## src/rtl/vdp_sync_recovery.sv

```systemverilog
// vdp_sync_recovery: rebuilds the H/V counters from active-low hsync_n/vsync_n.
// It measures line length and lines per field, decides 50/60 Hz, tracks
// odd/even field phase and interlace, and runs a line-length lock FSM.
module vdp_sync_recovery #(
  parameter int LOCK_LINES       = 4,   // matching lines needed to lock (1..15)
  parameter int V_50HZ_THRESHOLD = 288  // lines_per_field above this is 50 Hz
) (
  input  logic        clk,
  input  logic        reset,
  input  logic        hsync_n,
  input  logic        vsync_n,
  output logic [10:0] h_count,
  output logic [9:0]  v_count,
  output logic [10:0] line_length,
  output logic [9:0]  lines_per_field,
  output logic        locked,
  output logic        field_odd,
  output logic        is_50hz,
  output logic        is_interlace
);

  localparam logic [10:0] H_MAX  = 11'h7FF;
  localparam logic [9:0]  V_MAX  = 10'h3FF;
  localparam logic [3:0]  LOCK_N = 4'(LOCK_LINES);
  localparam logic [9:0]  V50_T  = 10'(V_50HZ_THRESHOLD);

  typedef enum logic [1:0] {UNLOCKED, TRACK, LOCKED} lock_state_t;

  lock_state_t state, state_next;
  logic [3:0]  match_cnt, match_next;
  logic        hsync_d, vsync_d;
  logic        hs_edge, vs_edge;
  logic [10:0] h_meas;    // length of the line that ends at this hsync edge
  logic [9:0]  v_meas;    // lines in the field that ends at this vsync edge
  logic [10:0] h_pos;     // horizontal position of a vsync edge
  logic        fo_next;

  // Edges come from the current sample against last cycle's sample.
  assign hs_edge = hsync_d & ~hsync_n;
  assign vs_edge = vsync_d & ~vsync_n;

  assign h_meas = (h_count == H_MAX) ? H_MAX : h_count + 11'd1;
  assign v_meas = (v_count == V_MAX) ? V_MAX : v_count + 10'd1;

  // A vsync landing on the hsync edge sits at position 0, i.e. even field.
  assign h_pos   = hs_edge ? 11'd0 : h_count;
  assign fo_next = (h_pos >= (line_length >> 1));

  // Previous-sample registers; reset high so leaving reset makes no edge.
  always_ff @(posedge clk or posedge reset) begin
    if (reset) begin
      hsync_d <= 1'b1;
      vsync_d <= 1'b1;
    end else begin
      hsync_d <= hsync_n;
      vsync_d <= vsync_n;
    end
  end

  // Horizontal counter and line-length measurement.
  always_ff @(posedge clk or posedge reset) begin
    if (reset) begin
      h_count     <= '0;
      line_length <= '0;
    end else if (hs_edge) begin
      h_count     <= '0;
      line_length <= h_meas;
    end else if (h_count != H_MAX) begin
      h_count <= h_count + 11'd1;
    end
  end

  // Vertical counter, field measurement and field-type flags.
  always_ff @(posedge clk or posedge reset) begin
    if (reset) begin
      v_count         <= '0;
      lines_per_field <= '0;
      field_odd       <= 1'b0;
      is_interlace    <= 1'b0;
      is_50hz         <= 1'b0;
    end else if (vs_edge) begin
      v_count         <= '0;
      lines_per_field <= v_meas;
      field_odd       <= fo_next;
      is_interlace    <= (fo_next != field_odd);
      is_50hz         <= (v_meas > V50_T);
    end else if (hs_edge && v_count != V_MAX) begin
      v_count <= v_count + 10'd1;
    end
  end

  // Lock FSM next state: judged at each hsync edge, dropped on hsync loss.
  always_comb begin
    state_next = state;
    match_next = match_cnt;
    if (hs_edge) begin
      case (state)
        UNLOCKED: begin
          state_next = TRACK;
          match_next = '0;
        end
        TRACK: begin
          if (h_meas == line_length) begin
            match_next = match_cnt + 4'd1;
            if (match_cnt + 4'd1 == LOCK_N) state_next = LOCKED;
          end else begin
            match_next = '0;
          end
        end
        LOCKED: begin
          if (h_meas != line_length) begin
            state_next = TRACK;
            match_next = '0;
          end
        end
        default: begin
          state_next = UNLOCKED;
          match_next = '0;
        end
      endcase
    end else if (h_count == H_MAX) begin
      state_next = UNLOCKED;
      match_next = '0;
    end
  end

  // Lock FSM state register; locked is registered alongside the state.
  always_ff @(posedge clk or posedge reset) begin
    if (reset) begin
      state     <= UNLOCKED;
      match_cnt <= '0;
      locked    <= 1'b0;
    end else begin
      state     <= state_next;
      match_cnt <= match_next;
      locked    <= (state_next == LOCKED);
    end
  end

endmodule

```

## config.mk

```make
export PLATFORM = sky130hd
export DESIGN_NAME = vdp_sync_recovery
export DESIGN_NICKNAME = d
export VERILOG_FILES = /design/src/rtl/vdp_sync_recovery.sv
export SDC_FILE = /design/constraint.sdc
export NUM_CORES = 1
export LEC_CHECK = 0
export ABC_AREA = 1
export ABC_CLOCK_PERIOD_IN_PS = 3540
export CAP_MARGIN = 20
export CORE_MARGIN = 5
export CORE_UTILIZATION = 55
export CTS_BUF_LIST = sky130_fd_sc_hd__clkbuf_2
export DETAILED_ROUTE_END_ITERATION = 8
export GPL_TIMING_DRIVEN = 0
export PLACE_DENSITY = 0.82
export RECOVER_POWER = 100
export SETUP_SLACK_MARGIN = 0.02
export SYNTH_ARGS = -nofsm -noshare
export SYNTH_HDL_FRONTEND = slang
export SYNTH_SLANG_ARGS = --single-unit
```

## constraint.sdc

```tcl
create_clock -name clk -period 3.54 [get_ports clk]
set_clock_uncertainty 0.2 [all_clocks]
set_input_delay 0.708 -clock clk [delete_from_list [all_inputs] [get_ports clk]]
set_output_delay 0.708 -clock clk [all_outputs]
set_load 0.02 [all_outputs]
```

Word level (Yosys, flattened, before mapping)
Index checks and enable logic that the tools add are counted.
{ "totals": {"output_inout_bits": 46, "regBits": 54, "word_cells": 57, "input_bits": 4} }
{ "op_classes": {"bitwise": 4, "mux": 18, "n_addsub": 3, "n_eq_ne": 12, "magnitude_cmp": 2, "n_reduce_logical": 6} }
{ "ops": {"columns": ["cell", "n"], "rows": [
  ["$mux W11", 4],
  ["$mux W10", 3],
  ["$mux W4", 4],
  ["$add A11 B1 Y11 const B", 1],
  ["$eq A11 B11 Y1", 1],
  ["$eq A11 B11 Y1 const B", 1],
  ["$ge A11 B10 Y1", 1],
  ["$ne A11 B11 Y1", 1],
  ["$ne A11 B11 Y1 const B", 1],
  ["$add A10 B1 Y10 const B", 1],
  ["$eq A10 B10 Y1 const B", 1],
  ["$gt A10 B9 Y1 const B", 1],
  ["$mux W2", 5],
  ["$ne A10 B10 Y1 const B", 1],
  ["$pmux W4 S2", 1],
  ["$pmux W2 S3", 1],
  ["$reduce_bool A2 Y1", 3],
  ["$add A4 B1 Y4 const B", 1],
  ["$eq A2 B2 Y1 const B", 2],
  ["$eq A4 B3 Y1 const B", 1],
  ["$ne A3 B3 Y1 const B", 1],
  ["$and A1 B1 Y1", 2],
  ["$eq A2 B1 Y1 const B", 1],
  ["$logic_not A2 Y1", 1],
  ["other kinds (4)", 5]
]} }

Logic depth before layout (Yosys ltp)
Gate-level depths: netlist of the first run.
{ "depth": {"ltp_word": 7, "ltp_mapped": 16, "mapped_depth_nobuf": 16} }

Worst setup path after synthesis of the first run
OpenSTA, ideal clock, no wires.
{ "synth_path": {"path_kind": "in2reg", "startpoint": "input hsync_n", "endpoint": "register is_interlace", "required_time_ns": 3.258, "path_stages": 11, "t_arrival_ns": 2.270, "setup_slack_ns": 0.987, "path_buffers": 1, "setup_ns": 0.082, "cell_sequence": "nor2_2 clkbuf_1 nor2_1 ha_1 nand2_1 nand3b_1 nor3_1 nand2_1 nand3_1 nand2_1 a31oi_1"} }
{ "synth_between": {"elab_chain_len": 5} }
{ "synth_lines": {"columns": ["element", "line_no", "source"], "rows": [
  ["start, declared", "10", "input logic hsync_n,"],
  ["$not A1 Y1", "39", "assign hs_edge = hsync_d & ~hsync_n;"],
  ["$and A1 B1 Y1", "39", null],
  ["$mux W11", "46", "assign h_pos = hs_edge ? 11'd0 : h_count;"],
  ["$ge A11 B10 Y1", "47", "assign fo_next = (h_pos >= (line_length >> 1));"],
  ["$ne A1 B1 Y1", "85", "is_interlace <= (fo_next != field_odd);"],
  ["end signal, assigned", "85", null],
  ["end, declared", "19", "output logic is_interlace"]
]} }
No other way between the ends.
A chain may end at the register's enable or synchronous reset.

Worst setup path after layout of the first run
Ends and elaborated chain as after synthesis.

==> results of run 1 <==
registers in the layout (all words and copies together), names as in the netlist, 2 cells and up:
signal,cells
h_count,11
line_length,11
lines_per_field,10
match_cnt,4
state,2
v_count,10
worst min-delay path, cell delays in order, from the launching register on:
cell and delay [ns]:
dfrtp_1 0.41, nand2_1 0.05, nand2_1 0.06
path summary, 6_finish.rpt:
path | depth (start not counted) | slack, ns | to | from
max | 12 | 0.55 | is_interlace | hsync_n
min | 2 | 0.32 | lines_per_field[9] | lines_per_field[9]
max reg2reg | 14 | 0.56 | match_cnt[0] | h_count[0]
min reg2reg | 2 | 0.32 | lines_per_field[9] | lines_per_field[9]
max in group asynchronous | 3 | 1.83 | vsync_d | reset
min in group asynchronous | 2 | 0.60 | match_cnt[1] | reset
logic make-up (layout without fill, tap and decap cells):
logic type	count (synthesis)	count (layout)	synth area share, %
buffers and inverters	61	119	7.51
XOR/XNOR	10	10	3.02
flip-flops	54	54	43.0
AND/OR/NAND/NOR	221	221	31.1
adder cells (fa/ha/maj)	14	14	5.56
AO/OA/AOI/OAI	58	58	9.78
metal layers:
metal / track usage (%) / up-vias / share of wire, %
met1: 31.2 / 1438 / 44
met3: 4.90 / 11 / 7.3
met2: 35.2 / 117 / 47
li1: - / 1481 / -
met4: 6.62 / 0 / 1.4
met5: 0 / - / 0
area by class of cell:
class | instances | area (µm²) | share of cell area (%)
Buffer | 8 | 37.5 | 0.994
Clock buffer | 6 | 30.0 | 0.795
Clock inverter | 2 | 13.8 | 0.364
Inverter | 53 | 199 | 5.27
Multi-Input combinational cell | 303 | 1540 | 40.8
Sequential cell | 54 | 1350 | 35.8
Tap cell | 72 | 90.1 | 2.38
Timing Repair Buffer | 50 | 510 | 13.5
cells in the final DEF, fill, tap and decap left out:
master	n
nor3_1	2
nor2_1	49
buf_12	1
inv_6	1
nand4_1	18
nand3_1	36
xor2_2	1
clkinv_2	1
a31oi_1	5
o21ai_0	27
nor2_4	1
nand3_4	1
clkbuf_1	7
dlygate4sd3_1	49
buf_6	1
dfrtp_1	52
o21bai_1	2
inv_1	49
ha_1	14
o22ai_1	5
a21oi_1	19
nor2_2	1
dfstp_2	2
xnor2_1	4
clkbuf_2	6
nand2_1	108
nand3b_1	2
clkinv_1	4
nand3_2	1
xor2_1	5
nand2_2	2
metrics by stage:
step	cells	cell area [µm²]	power, µW
detailed placement	540	3750	1440
finish	548	3780	1660
CTS	548	3790	1700
global route	548	3780	1780
global placement	539	3730	1410
floorplan	418	3150	1190
where the power goes:
group | internal (µW) | leakage (µW) | switching (µW) | total (µW)
logic | 245 | 0.00120 | 395 | 640
clock network | 53.7 | 0.0000334 | 203 | 257
registers | 688 | 0.000710 | 78.7 | 767
total | 986 | 0.00194 | 677 | 1660
==> summary by stage, run 1 <==
Status
The run finished with clean final reports.

Clock network
The cell at the root of the clock tree is clkbuf_2. TritonCTS built the clock tree. The H-tree depth reported by CTS is 2. After clock tree synthesis, the clock-pin slew on the worst setup and hold paths is 0.28 ns. Hold repair after CTS inserted 0 buffers. The clock insertion delay at the later pin of the skew report is 0.45 ns. Post-CTS timing repair inserted 0 buffers for setup. The clock sink count is 54. Buffers inserted during clock tree synthesis total 5.

The number of gates given a new drive strength after cts is 0. No sink is reached through more buffers than the 2 on the longest clock path.

Logic synthesis
The synthesized netlist net count is 436. The number of synthesis warnings is 0. The synthesized cell area is 0.00315 mm². The predominant post-synthesis flop cell is dfrtp_1. The commonest cells after synthesis are nand2_1 (108), dfrtp_1 (52), inv_1 (49). In the post-synthesis netlist, the cell with the most instances is nand2_1. The part of the Yosys area used for sequential elements is 43.0%. The mean post-synth cell area is 7.53 µm². Synthesis produced 418 cells. The count of state elements after synthesis is 54. The count of flip-flops with a built-in enable after synthesis is 0.

The biggest area contributor in the post-synthesis netlist is dfrtp_1. The distinct cell type count of the synthesized netlist is 26. By area the synthesized netlist is led by dfrtp_1 (41%), nand2_1 (13%), inv_1 (5.8%). The area share of the largest cell type after synthesis is 41.3%. After synthesis, the share of flip-flops with an asynchronous set or reset is 100%.

Timing
The number of pins exceeding their max-slew limit in the final report is 0. For the pin with the worst max-slew slack, the measured transition is 0.837 ns. The shortest period the worst path allows is 2.99 ns. Setup violations remaining at the end of the flow were counted as 0. Hold is met by 0.321 ns. Static timing analysis puts the maximum clock frequency at 334 MHz. In this run the tightest slew margin relative to its limit is 44.2%. After layout, the worst path uses 84.5% of the clock period. Setup repair after global routing left no endpoint under its margin.

The setup TNS is 0 ns. The total count of hold-check failures in the final report was 0. The final worst-path setup slack is 0.549 ns.

Die
Measured along the x axis, the die boundary spans 85.7 µm. The vertical die dimension is 85.7 µm. The starting utilization of the core area is 56.8%.

Pin placement for this block handled 50 I/O pins. The number of placement rows is 27. The core footprint is 0.00554 mm². The total die area is 0.00734 mm².

Pwr
The power per unit of standard cell area is 440 mW/mm². IR analysis of the VDD net gives a maximum drop of 0.300 mV. For this design the static power due to leakage is 0.00194 µW.

Route
The routed layout has 3,047 vias. Dividing the detail-routed wire length by the instance count gives 14.8 µm. The number of remaining DRC errors is 0. The residual antenna-violating net count after detailed routing is 0. The wire length after detailed routing is 8090 µm. In the routed layout, each cell is associated on average with a via count of 5.56. The violation count after the first detailed-route iteration is 241. Before antenna repair, the detailed router went through 5 iterations.

Worst setup path
Traced cell by cell, the critical path runs through dlygate4sd3_1, nor2_2, clkbuf_1, nor2_1, ha_1, nand2_1, nand3b_1, nor3_1, nand2_1, nand3_1, nand2_1, a31oi_1. The sum of buffers and inverters on the critical path is 2. The critical path's top delay family is simple AND/OR/NAND/NOR gates. The worst endpoint required time is 3.75 ns. The top fanout value on the critical path is 10. The critical path class is input port to flop.

For the worst setup path, the data arrival time is 3.20 ns. The master of the slowest instance on the critical path is dlygate4sd3_1. The biggest cell delay along the critical path is 0.56 ns. STA classifies the critical path endpoint as a flop. The cell that appears most often on the critical path is nand2_1.

The sort of element at the start of the critical path is an input port.

Finish
The number of fillers in the final layout is 501. The area growth from synthesis to final layout is 20.0%. The number of nets at the end of the flow is 493. Cells with a size suffix above 1 make up 3.99% of the layout. The number of antenna cells inserted is 0. The final cell utilization of the core is 68.2%.

Placement
The half-perimeter wire length after placement is 6120 µm. Buffers placed on the I/O ports in this run total 49. At the placement stage, the worst setup path has a slack of 0.192 ns. The routability-driven placement congestion ratio is 0.925.

GRT
The largest net degree at the start of global routing is 35. The first global-routing pass estimated 13,200 µm of wire. The number of global-route vias before repair is 2,781.

The number of antenna violations at the first check in global routing is 0. Global routing used 22.4% of the available tracks. The total grt overflow is 0.

Worst hold path
The tightest min-delay check is of the flop to flop type.

Job
Across the run, the number of max-cap violations was 0.
No activity file was read; power rests on OpenSTA's default activity.
==> inputs of run 2 (changes only) <==
Settings changed: ABC_CLOCK_PERIOD_IN_PS 3540 to 2900.
Clock period 3.54 ns to 2.9 ns, I/O delays scaled along.
==> run 2 against run 1 <==
- non-clock buffer count unchanged
- largest cell class unchanged
- sequential share of layout area about the same
- critical path depth unchanged
- total power increased by 22%
- design area about the same
- largest power group unchanged
- clock power increased by 21%
- via count increased by 0.13%
- sequential power increased by 22%
- hold slack got worse by 0.00077 ns
- core utilization about the same
==> summary by stage, run 2 (same netlist as run 1, synthesis figures left out) <==
Worst setup path
The biggest cell delay along the critical path is 0.59 ns (+0.03 ns). The master of the slowest instance on the critical path is dfrtp_1. The data arrival time of the critical path is 2.86 ns (-0.34 ns).

The cell repeated most along the worst path is nand2_1. The sort of element at the start of the critical path is a flop. The top fanout value on the critical path is 10 (unchanged).

The critical path class is flop to flop. The worst setup path is captured at a flop. The register-to-register path setup slack is 0.27 ns (-0.29 ns). The start of the worst register-to-register path is h_count[0]. The worst endpoint required time is 3.13 ns (-0.62 ns). Traced cell by cell, the critical path runs through ha_1, nand2_1, nor2_4, nand3_4, buf_6, nand3_1, nand2_1, nor2_1, nand3_1, nor2_2, nand4_1, nand2_1. The source of the critical timing path is h_count[0].

Placement
The cell area after placement was 0.00375 mm² (unchanged). The half-perimeter wire length after placement is 6120 µm (unchanged). The count of input and output buffers is 49 (unchanged). The worst slack at placement is -0.320 ns (-0.512 ns). The routability-driven placement congestion ratio is 0.925 (unchanged).

Pwr
The leakage power came to 0.00194 µW (-0.10%). The power per unit of standard cell area came to 538 mW/mm² (+22%). The worst-case vdd ir drop is 0.367 mV (+23%). The total power is 2030 µW (+22%).

Route
The met3 wire length is 599 µm (+1.0%). The number of remaining DRC errors is 0 (unchanged). Routed signal wires occupy layers up through met4. The residual antenna-violating net count after detailed routing was 0 (unchanged). The via density per instance is 5.57 (+0.13%). The routed via count is 3,051 (+0.13%). The number of iterations in the first detailed-routing pass was 5 (unchanged). The routed wirelength normalized by instance count was 14.7 µm (-0.17%).

The length of routed wiring on met1 is 3540 µm (-0.79%). The met2 routed wirelength came to 3790 µm (-0.50%). The wire length after detailed routing is 8080 µm (-0.17%). The violation count after the first detailed-route iteration is 254 (+5.4%).

Timing
The worst slew margin relative to its limit was 44.7% (+0.53 points). Setup repair after global routing left no endpoint under its margin. The final cycle utilization of the critical path is 90.8%. The maximum frequency from static timing analysis is 380 MHz.

The total count of hold-check failures in the final report is 0 (unchanged). The smallest clock period supported by the final layout is computed as 2.63 ns. The slew at the pin closest to its max-slew limit is 0.830 ns (-0.00701 ns). The final setup violation count is 0 (unchanged). The number of pins exceeding their max-slew limit in the final report was 0 (unchanged). The final worst-path setup slack is 0.266 ns (-0.283 ns).

Clock network
The hold buffer count at cts is 0 (unchanged). The register clock-pin slew on the reported worst setup and hold paths was 0.28 ns (about the same). The H-tree depth reported by CTS is 2 (unchanged).

The number of post-CTS setup repair buffers is 0 (unchanged). The clock insertion delay at the later pin of the skew report came to 0.46 ns (about the same). TritonCTS built the clock tree. The clock sink count is 54 (unchanged). The buffer levels on the longest clock path was 2 (unchanged). The cell at the root of the clock tree is clkbuf_2. The number of gates given a new drive strength after cts is 0 (unchanged). The number of clock buffers inserted by TritonCTS is 5 (unchanged).

Die
The vertical die dimension is 85.7 µm (unchanged). The number of placement rows is 27 (unchanged). The core footprint was 0.00554 mm² (unchanged). The I/O pin count is 50 (unchanged). The horizontal extent of the die came to 85.7 µm (unchanged). The starting utilization of the core area is 56.8% (unchanged). The total die area is 0.00734 mm² (unchanged).

Worst hold path
In this run the worst hold path is classified as input port to flop. The critical hold path startpoint is hsync_n.

Finish
The fraction of layout cells with a size suffix above 1 was 4.62% (+0.63 points). The final instance area is 0.00378 mm² (about the same). The final cell utilization of the core is 68.2% (about the same).

The number of antenna cells inserted is 0 (unchanged). The area growth from synthesis to final layout is 20.0% (about the same). The largest registers in the layout are h_count x11, line_length x11. The number of fillers in the final layout is 502 (+0.20%). The library cells used most frequently in the layout, excluding fill and tap cells, are nand2_1 (109), dfrtp_1 (52), inv_1 (49).

Leaving out fill and tap cells, the most frequent cell in the layout is nand2_1. The number of nets at the end of the flow is 493 (unchanged).

GRT
The largest net degree at the start of global routing came to 35 (unchanged). The total grt overflow was 0 (unchanged). The number of antenna violations at the first check in global routing was 0 (unchanged). The overall track demand over capacity in global routing is 22.4% (unchanged). The number of global-route vias before repair is 2,781 (unchanged). The wire length of the first global-routing pass is 13,200 µm (unchanged).

Job
The reported max-cap violation count is 0 (unchanged).

Status
The flow ran to the end, and the final reports show no timing, DRC or antenna violations.
[run 2: changes by cell type in the layout (fill, tap and decap cells not counted), sizes merged]
cell,previous run,this run
clkbuf,13,14
buf,2,1
clkdlybuf4s50,0,1
dlygate4sd3,49,48
[run 2: worst max-delay path: cells and delay by family (launching register included)]
| kind | cells | cell delay [ns] |
|---|---|---|
| buffers and inverters | 1 | 0.20 |
| adder cells (fa/ha/maj) | 1 | 0.27 |
| AND/OR/NAND/NOR | 10 | 1.34 |
| flip-flops | 1 | 0.59 |
[run 2: area by class of cell]
class	count	area (µm²)	area share, %
Inverter	53	199	5.27
Clock inverter	2	13.8	0.364
Buffer	8	38.8	1.03
Tap cell	72	90.1	2.39
Multi-Input combinational cell	303	1560	41.2
Sequential cell	54	1350	35.9
Clock buffer	6	30.0	0.795
Timing Repair Buffer	50	495	13.1
[run 2: through the flow]
stage / TNS (ns) / hold WS [ns] / instances
finish: 0 / 0.320 / 548
global route: 0 / 0.289 / 548
CTS: 0 / 0.201 / 548
detailed placement: -0.617 / 0.265 / 540
global placement: -9.82 / 0.268 / 539
floorplan: 0 / 0.263 / 418
[run 2: layer usage]
metal / vias to the layer above / GRT usage (%)
li1: 1480 / -
met4: 0 / 6.62
met5: - / 0
met2: 111 / 35.2
met1: 1444 / 31.2
met3: 16 / 4.90
[run 2: path summary, 6_finish.rpt]
check | end | cells after the start
worst max register to register | match_cnt[0] | 12
worst min register to register | lines_per_field[9] | 2
worst max-delay path | match_cnt[0] | 12
max in group asynchronous | h_count[6] | 3
worst min-delay path | hsync_d | 1
min in group asynchronous | match_cnt[1] | 2
[run 2: power breakdown]
part	internal [µW]	switching (µW)
Clock	65.4	247
Sequential	840	94.2
Combinational	298	487
==> inputs of run 3 (changes only) <==
Settings changed: ABC_CLOCK_PERIOD_IN_PS 2900 to 2480.
Clock period 2.9 ns to 2.48 ns, I/O delays scaled along.
==> run 3 against run 2 <==
- register-to-register slack worse by 0.18 ns
- total power is 24% higher
- final cell count is 2.7% higher
==> summary by stage, run 3 (same netlist as run 1, synthesis figures left out) <==
Status
The flow ran to the end, and the final reports show no timing, DRC or antenna violations.

Finish
The commonest non-fill, non-tap cell in the layout is nand2_1. The area growth from synthesis to layout is 27.3%. The library cells used most frequently in the layout, excluding fill and tap cells, are nand2_1 (107), dfrtp_1 (49), inv_1 (48). The fraction of layout cells with a size suffix above 1 is 11.8% (+7.2 points). The number of standard cells in the layout, taps in and fillers out is 563 (+2.7%).

In the final layout, the registers with the most flip-flops are h_count x11, line_length x11. The final cell utilization of the core is 72.3% (+4.2 points). The number of antenna cells inserted is 0 (unchanged). The number of nets at the end of the flow is 508 (+3.0%).

Route
The routed wirelength normalized by instance count was 15.6 µm (+5.7%). The wire length after detailed routing is 8770 µm (+8.5%). The residual antenna-violating net count after detailed routing is 0 (unchanged). The number of remaining DRC errors is 0 (unchanged). The routed via count is 3,197 (+4.8%). The number of iterations in the first detailed-routing pass is 5 (unchanged). The via density per instance came to 5.68 (+2.0%). The violation count after the first detailed-route iteration is 294 (+16%).

Worst setup path
The biggest cell delay along the critical path is 0.60 ns (about the same). The sum of buffers and inverters on the critical path was 2 (+1). The source of the critical timing path is hsync_d. The register-to-register path setup slack was 0.08 ns (-0.18 ns). The worst endpoint required time is 2.70 ns (-0.43 ns). STA classifies the critical path startpoint as a flop. The data arrival time of the critical path is 2.61 ns (-0.25 ns). In this design, the largest share of critical-path delay is due to simple AND/OR/NAND/NOR gates. The top fanout value on the critical path is 5 (-5).

The startpoint identified for the worst register-to-register timing path is hsync_d. Traced cell by cell, the critical path runs through inv_2, nor2_4, buf_4, nor2_1, ha_1, nand4_1, nor2_1, nand4_1, nand3_2, nand2_1, a31oi_1. STA classifies the critical path endpoint as a flop.

The logic depth of the worst setup path including buffers is 11 (-1). The logic depth of the worst register-to-register path came to 11 (-1). The largest individual stage delay along the critical path comes from the cell dfstp_2. The critical path class is flop to flop.

GRT
The overall track demand over capacity in global routing is 22.5% (+0.12 points). The total grt overflow is 0 (unchanged). The number of antenna violations at the first check in global routing came to 0 (unchanged). The largest net degree at the start of global routing is 35 (unchanged). The number of global-route vias before repair is 2,802 (+0.76%). The wire length of the first global-routing pass is 13,300 µm (+0.52%).

Die
The vertical die dimension came to 85.7 µm (unchanged). The starting utilization of the core area was 56.8% (unchanged). The core footprint is 0.00554 mm² (unchanged). The number of placement rows was 27 (unchanged). The I/O pin count is 50 (unchanged).

The total die area is 0.00734 mm² (unchanged). The horizontal extent of the die came to 85.7 µm (unchanged).

Worst hold path
The class of the tightest hold or removal check is input port to flop. The startpoint identified for the worst hold timing path is hsync_n. The number of cells on the worst hold path is 1 (unchanged).

Clock network
The clock sink count came to 54 (unchanged). The number of clock buffers inserted by TritonCTS was 5 (unchanged). The H-tree depth reported by CTS came to 2 (unchanged).

The hold buffer count at cts came to 0 (unchanged). The buffer levels on the longest clock path is 2 (unchanged). The clock tree from TritonCTS is built. The register clock-pin slew on the reported worst setup and hold paths is 0.29 ns (about the same).

The clock insertion delay at the later pin of the skew report was 0.46 ns (about the same). The cell at the root of the clock tree is clkbuf_2.

Timing
The number of pins exceeding their max-slew limit in the final report is 0 (unchanged). The slew at the pin closest to its max-slew limit is 0.836 ns (+0.00594 ns). The smallest hold slack is 0.322 ns (+0.00175 ns).

The setup TNS came to 0 ns (unchanged). The maximum frequency from static timing analysis is 417 MHz (+9.9%). The shortest period the worst path allows is 2.40 ns (-0.237 ns). The worst slew margin relative to its limit is 44.3% (-0.40 points). Setup repair after global routing could not meet its margin everywhere. The total count of hold-check failures in the final report is 0 (unchanged).

The final cycle utilization of the critical path is 96.7% (+5.8 points). The final setup violation count is 0 (unchanged).

Placement
The total instance count after detailed placement is 540 (unchanged). The routability-driven placement congestion ratio is 0.925 (unchanged). The half-perimeter wire length after placement was 6120 µm (unchanged). The count of input and output buffers is 49 (unchanged).

Job
The reported max-cap violation count was 0 (unchanged).

Pwr
The power per unit of standard cell area is 629 mW/mm² (+17%). The leakage power came to 0.00191 µW (-1.8%). The worst-case vdd ir drop came to 0.438 mV (+19%).
[run 3: worst paths after layout]
path	end
max in group asynchronous	v_count[0]
hold / removal	hsync_d
setup / recovery	is_interlace
min in group asynchronous	match_cnt[1]
setup reg to reg	is_interlace
hold reg to reg	lines_per_field[9]
[run 3: power breakdown]
group	internal, µW	switching [µW]
Clock	76.5	290
Combinational	435	620
Sequential	984	114
Total	1500	1020
[run 3: cell type report]
type	count	area, µm²
Tap cell	72	90.1
Sequential cell	54	1360
Buffer	8	48.8
Fill cell	458	1530
Clock inverter	2	13.8
Timing Repair Buffer	63	593
Multi-Input combinational cell	305	1670
Clock buffer	6	30.0
Inverter	53	203
[run 3: what timing repair did]
action,CTS,global route
endpoints found under the hold margin,0,0
pin swaps,0,14
endpoints found under the setup margin,8,21
resized for setup,4,27
setup buffers,2,10
gates cloned,0,3
[run 3: stage by stage]
step                power, µW  cell area [µm²]  worst slack, ns
floorplan                1700             3150            0.120
global placement         2020             3730           -0.615
detailed placement       2050             3750           -0.656
CTS                      2440             3820           0.0209
global route             2670             4010          -0.0520
finish                   2520             4010           0.0828
[run 3: routing by layer]
layer  track usage [%]  wire length, µm  vias to the layer above  part of all wire, %
li1                  -                -                     1508                    -
met1              31.4             3690                     1508                   42
met2              35.4             4110                      158                   47
met3              4.90              742                       23                  8.5
met4              6.62              217                        0                  2.5
met5                 0                0                        -                    0
